### src/rtl/sparc_trap_pkg.sv
// Shared types for the trap vector unit.
// State encoding and vector offset constant.
package sparc_trap_pkg;

  typedef enum logic [1:0] {
    ST_IDLE   = 2'd0,
    ST_VECTOR = 2'd1,
    ST_ERROR  = 2'd2
  } trap_state_e;

  localparam logic [3:0] VEC_OFFSET = 4'b0000;

endpackage

### src/rtl/prio_enc.sv
// Fixed-priority encoder, index 0 highest.
// One-hot grant of the lowest set request bit.
module prio_enc #(
  parameter int NUM_SRC = 8
) (
  input  logic [NUM_SRC-1:0] req_i,
  output logic [NUM_SRC-1:0] gnt_o,
  output logic               valid_o
);

  // Two's-complement trick isolates the lowest set bit.
  assign gnt_o   = req_i & (~req_i + NUM_SRC'(1));
  assign valid_o = |req_i;

endmodule

### src/rtl/trap_vector_unit.sv
// Trap vector unit: sticky pending, priority pick,
// TBR image and valid/ready vector hand-off.
module trap_vector_unit
  import sparc_trap_pkg::*;
#(
  parameter int ADDR_W  = 32,
  parameter int TT_W    = 8,
  parameter int NUM_SRC = 8
) (
  input  logic                    clk,
  input  logic                    rst_n,
  input  logic [NUM_SRC-1:0]      trap_req,
  input  logic [NUM_SRC*TT_W-1:0] trap_tt,
  input  logic                    et,
  input  logic                    wr_tba,
  input  logic [ADDR_W-1:0]       wr_data,
  output logic                    vec_valid,
  input  logic                    vec_ready,
  output logic [ADDR_W-1:0]       vec_addr,
  output logic [ADDR_W-1:0]       tbr_out,
  output logic                    error_mode,
  output logic [NUM_SRC-1:0]      pending
);

  localparam int TBA_W = ADDR_W - TT_W - 4;

  if (TBA_W < 1) begin : g_bad_cfg
    $error("trap_vector_unit: ADDR_W too small for TT_W");
  end

  trap_state_e        state_q, state_d;
  logic [TBA_W-1:0]   tba_q, tba_d;
  logic [TBA_W-1:0]   snap_q, snap_d;
  logic [TT_W-1:0]    tt_q, tt_d;
  logic [NUM_SRC-1:0] pend_q, pend_d;

  logic [NUM_SRC-1:0] gnt;
  logic               gnt_vld;
  logic [NUM_SRC-1:0] clr;
  logic [TT_W-1:0]    sel_tt;
  logic               unused_wr_lsb;

  assign unused_wr_lsb = ^wr_data[TT_W+3:0];

  prio_enc #(
    .NUM_SRC (NUM_SRC)
  ) u_prio (
    .req_i   (pend_q),
    .gnt_o   (gnt),
    .valid_o (gnt_vld)
  );

  // Mux the trap type of the granted source.
  always_comb begin
    sel_tt = '0;
    for (int i = 0; i < NUM_SRC; i++) begin
      if (gnt[i]) sel_tt = sel_tt | trap_tt[i*TT_W +: TT_W];
    end
  end

  // Next state, TT/snapshot capture and pending clear.
  always_comb begin
    state_d = state_q;
    tt_d    = tt_q;
    snap_d  = snap_q;
    clr     = '0;
    unique case (state_q)
      ST_IDLE: begin
        if (gnt_vld) begin
          if (et) begin
            state_d = ST_VECTOR;
            tt_d    = sel_tt;
            snap_d  = tba_q;
            clr     = gnt;
          end else begin
            state_d = ST_ERROR;
          end
        end
      end
      ST_VECTOR: begin
        if (vec_ready) state_d = ST_IDLE;
      end
      ST_ERROR: begin
        state_d = ST_ERROR;
      end
      default: begin
        state_d = ST_IDLE;
      end
    endcase
  end

  // A new request beats a same-cycle clear.
  always_comb begin
    pend_d = (pend_q & ~clr) | trap_req;
  end

  // TBA is writable in every state.
  always_comb begin
    tba_d = tba_q;
    if (wr_tba) tba_d = wr_data[ADDR_W-1 -: TBA_W];
  end

  // State and datapath registers.
  always_ff @(posedge clk or negedge rst_n) begin
    if (!rst_n) begin
      state_q <= ST_IDLE;
      tba_q   <= '0;
      snap_q  <= '0;
      tt_q    <= '0;
      pend_q  <= '0;
    end else begin
      state_q <= state_d;
      tba_q   <= tba_d;
      snap_q  <= snap_d;
      tt_q    <= tt_d;
      pend_q  <= pend_d;
    end
  end

  assign vec_valid  = (state_q == ST_VECTOR);
  assign error_mode = (state_q == ST_ERROR);
  assign vec_addr   = {snap_q, tt_q, VEC_OFFSET};
  assign tbr_out    = {tba_q, tt_q, VEC_OFFSET};
  assign pending    = pend_q;

endmodule
### config.mk
export PLATFORM = sky130hd
export DESIGN_NAME = trap_vector_unit
export DESIGN_NICKNAME = d
export VERILOG_FILES = /design/src/rtl/sparc_trap_pkg.sv /design/src/rtl/prio_enc.sv /design/src/rtl/trap_vector_unit.sv
export SDC_FILE = /design/constraint.sdc
export NUM_CORES = 1
export LEC_CHECK = 0
export BUFFER_PORTS_ARGS = -buffer_cell sky130_fd_sc_hd__buf_2
export CORE_ASPECT_RATIO = 0.75
export CORE_MARGIN = 2
export CORE_UTILIZATION = 38
export DETAILED_ROUTE_END_ITERATION = 10
export PLACE_DENSITY = 0.73
export RECOVER_POWER = 50
export SYNTH_ARGS = -nofsm -noshare
export SYNTH_HDL_FRONTEND = slang
export SYNTH_SLANG_ARGS = --single-unit
export TNS_END_PERCENT = 50
### constraint.sdc
create_clock -name clk -period 2.04 [get_ports clk]
set_clock_uncertainty 0.2 [all_clocks]
set_input_delay 0.408 -clock clk [delete_from_list [all_inputs] [get_ports clk]]
set_output_delay 0.408 -clock clk [all_outputs]
set_load 0.05 [all_outputs]
==> flow_summary.yaml <==
min_path:
  hp-class: "in -> reg"
  hold-path-cell-count: 2
detailed_routing:
  drc: 0
  ant_nets: 0
  num_vias: 2555
  wl_um: 8023
  viasPerCell: 5.059
  dr.pass1.iters: 4
  drt_iter0_markers: 101
  routedWlPerCell_um: 15.89
timing:
  setup_viol: 7
  whs_ps: 54.00
  clock.fmax_mhz: 484.8
  hold_viol: 0
  setup_slack_ps: -22.77
  relSlewSlack_pct: 18.82
  post-route-min-period_ps: 2063
  setup_tns_ps: -134.0
  worstMarginPinSlew_ps: 1218
  drv_slew: 0
  rsz0062_at_grt: "true"
  fin_crit_sh_pct: 101.1
finish:
  ff_latch_area_sq_mm: 0.001455
  n_fill_cell: 612
  syn_to_final_growth_pct: 48.11
  layout-drive-gt1-share_pct: 61.43
  final_net_count: 511
  n_antenna_cell: 0
  multi_input_area_sq_mm: 0.001184
grt:
  gr-usage-all-layers_pct: 19.33
  grt_max_degree: 59
  grt_antenna_before_repair: 0
  grt_overflow: 0
  grt_pass1_vias: 2500
  grt_pass1_wl_um: 11850
pwr:
  p_leak_nw: 1.876
  ir_worst_vdd_uv: 701.9
  pwr_density_cell_mw_per_mm2: 1365
clocking:
  clk_latency_ps: 330
  clk_pin_slew_ps: 70
  h-tree-depth: 3
  cts_buffers: 9
  clock_sinks: 58
  clock-root-buffer: "clkbuf_8"
  cts_tree: "done"
  clockBufferDepth: 2
worst_setup_path:
  cp-start-kind: "flop"
  cp-end-kind: "flop"
  worstRegToRegCells: 6
  worstPathArrival_ps: 2080
  critPathKind: "reg -> reg"
  required_ps: 2050
  cp_max_fo: 9
floorplanning:
  die_h_um: 77.69
  dieArea_sq_mm: 0.007944
  coreArea_sq_mm: 0.006897
  initial_core_util_pct: 39.89
  fp-row-count: 26
  die_w_um: 102.3
  ios: 183
yosys:
  synth_seq_cells: 58
  synth_cells: 230
  yosysUniqueCellTypes: 25
  ys_warn_count: 0
  synth_area_sq_mm: 0.002751
  syn-mean-instance-area_sq_um: 11.96
  yosysSeqAreaShare_pct: 52.75
placement:
  io_buffers: 162
  routabilityCongestion: 0.8740
  dp_hpwl_um: 5661
run_status:
  violations: "negative setup slack"
  status: "finished, violations left"
job:
  max_cap_viol_count: 0
[synth_stat cells (all sizes together)]
| cell type | count | area, sq um |
|---|---|---|
| nand2b | 1 | 6.260 |
| dfrtp | 58 | 1451 |
| nor2b | 13 | 81.33 |
| nor3 | 2 | 10.01 |
| or3 | 2 | 12.51 |
| clkbuf | 10 | 37.54 |
| or3b | 1 | 8.760 |
| inv | 1 | 3.750 |
| o32ai | 8 | 70.07 |
| a31oi | 3 | 18.77 |
| a221oi | 16 | 140.1 |
| a21o | 6 | 45.04 |
| o21ai | 9 | 45.04 |
| a22oi | 8 | 60.06 |
| buf | 22 | 146.4 |
| or4 | 1 | 11.26 |
| o21bai | 1 | 7.510 |
| conb | 1 | 3.750 |
| o22a | 8 | 70.07 |
| nand2 | 4 | 15.01 |
| mux2 | 40 | 450.4 |
| clkinv | 1 | 3.750 |
| nor2 | 14 | 52.55 |
[area by class of cell]
class / instances / area share (%)
repair buffers: 186 / 27.39
multi-input cells: 145 / 29.05
inverters: 2 / 0.1842
flip-flops and latches: 58 / 35.71
well taps: 98 / 3.009
clock inverters: 5 / 0.9518
clock buffers: 11 / 3.715
[critical path, cell delays in order (launching register included)]
cell and delay (ps):
dfrtp_1 380, or3b_4 400, buf_4 150, a31oi_4 160, buf_12 170, clkbuf_16 170, mux2_2 330
[final timing paths]
kind,slack [ps],endpoint,startpoint
max,-20,snap_q[8],state_q[1]
min,50,pending[5],trap_req[5]
max reg2reg,-20,snap_q[8],state_q[1]
min reg2reg,300,snap_q[9],snap_q[9]
max in group asynchronous,470,pending[2],rst_n
min in group asynchronous,620,snap_q[5],rst_n
[power by group]
part | switching (mW) | internal, mW | leakage, nW
clock network | 0.459 | 0.508 | 0.0838
registers | 0.196 | 1.49 | 0.652
logic | 2.02 | 0.892 | 1.14
total | 2.67 | 2.89 | 1.88
[through the flow]
stage                     total power [mW]  setup slack, ps  cells  util (%)  instance area [sq um]
after global placement               4.392           -118.8    482     53.81                   3711
after CTS                            5.432           -13.65    499     56.71                   3911
after detailed placement             4.441           -114.3    482     53.81                   3711
after floorplan                      3.806           -215.3    237         -                   2781
final                                5.563           -22.77    505     59.09                   4075
after global routing                 5.835           -70.10    505     59.09                   4075
[sequential cells by signal, indices dropped and copies added (netlist names)]
register	count
tt_q	8
tba_q	20
state_q	2
pending	8
snap_q	20
[cells by family after synthesis]
| family | after synthesis | synth area share, % |
|---|---|---|
| mux | 40 | 16.37 |
| simple gates | 38 | 7.185 |
| buf+inv | 34 | 6.958 |
| other cells | 1 | 0.1363 |
| compound gates | 59 | 16.60 |
| flops | 58 | 52.75 |
[layout by cell type, fill, tap and decap left out, types with 2 or more instances in the layout]
cell,n
clkbuf_8,11
a21o_1,6
a31oi_1,2
buf_2,159
dfrtp_2,3
o22a_1,8
or3_1,2
nor2_1,14
nor2b_1,11
clkbuf_16,4
nand2_1,3
nor2b_2,2
mux2_4,3
a221oi_1,16
clkbuf_1,2
a22oi_1,8
conb_1,8
buf_6,2
o21ai_0,7
buf_12,2
o21ai_1,2
o32ai_1,7
dfrtp_1,55
buf_4,14
clkinvlp_4,4
mux2_2,37
[per-layer routing]
metal	GRT usage (%)	vias up	part of all wire (%)
met5	0	-	0
met2	32.50	115	49
met3	5.766	10	7.1
met4	6.933	0	1.0
met1	23.43	1243	43
li1	-	1187	-
[timing repair]
item                                    4_1_cts  5_1_grt
endpoints found under the hold margin        58        0
buffers inserted                              0        2
gates resized for setup                       0       16
endpoints found under the setup margin        1       29
cloned                                        0        4
hold buffers                                  1        0
(Power assumes the default switching activity.)
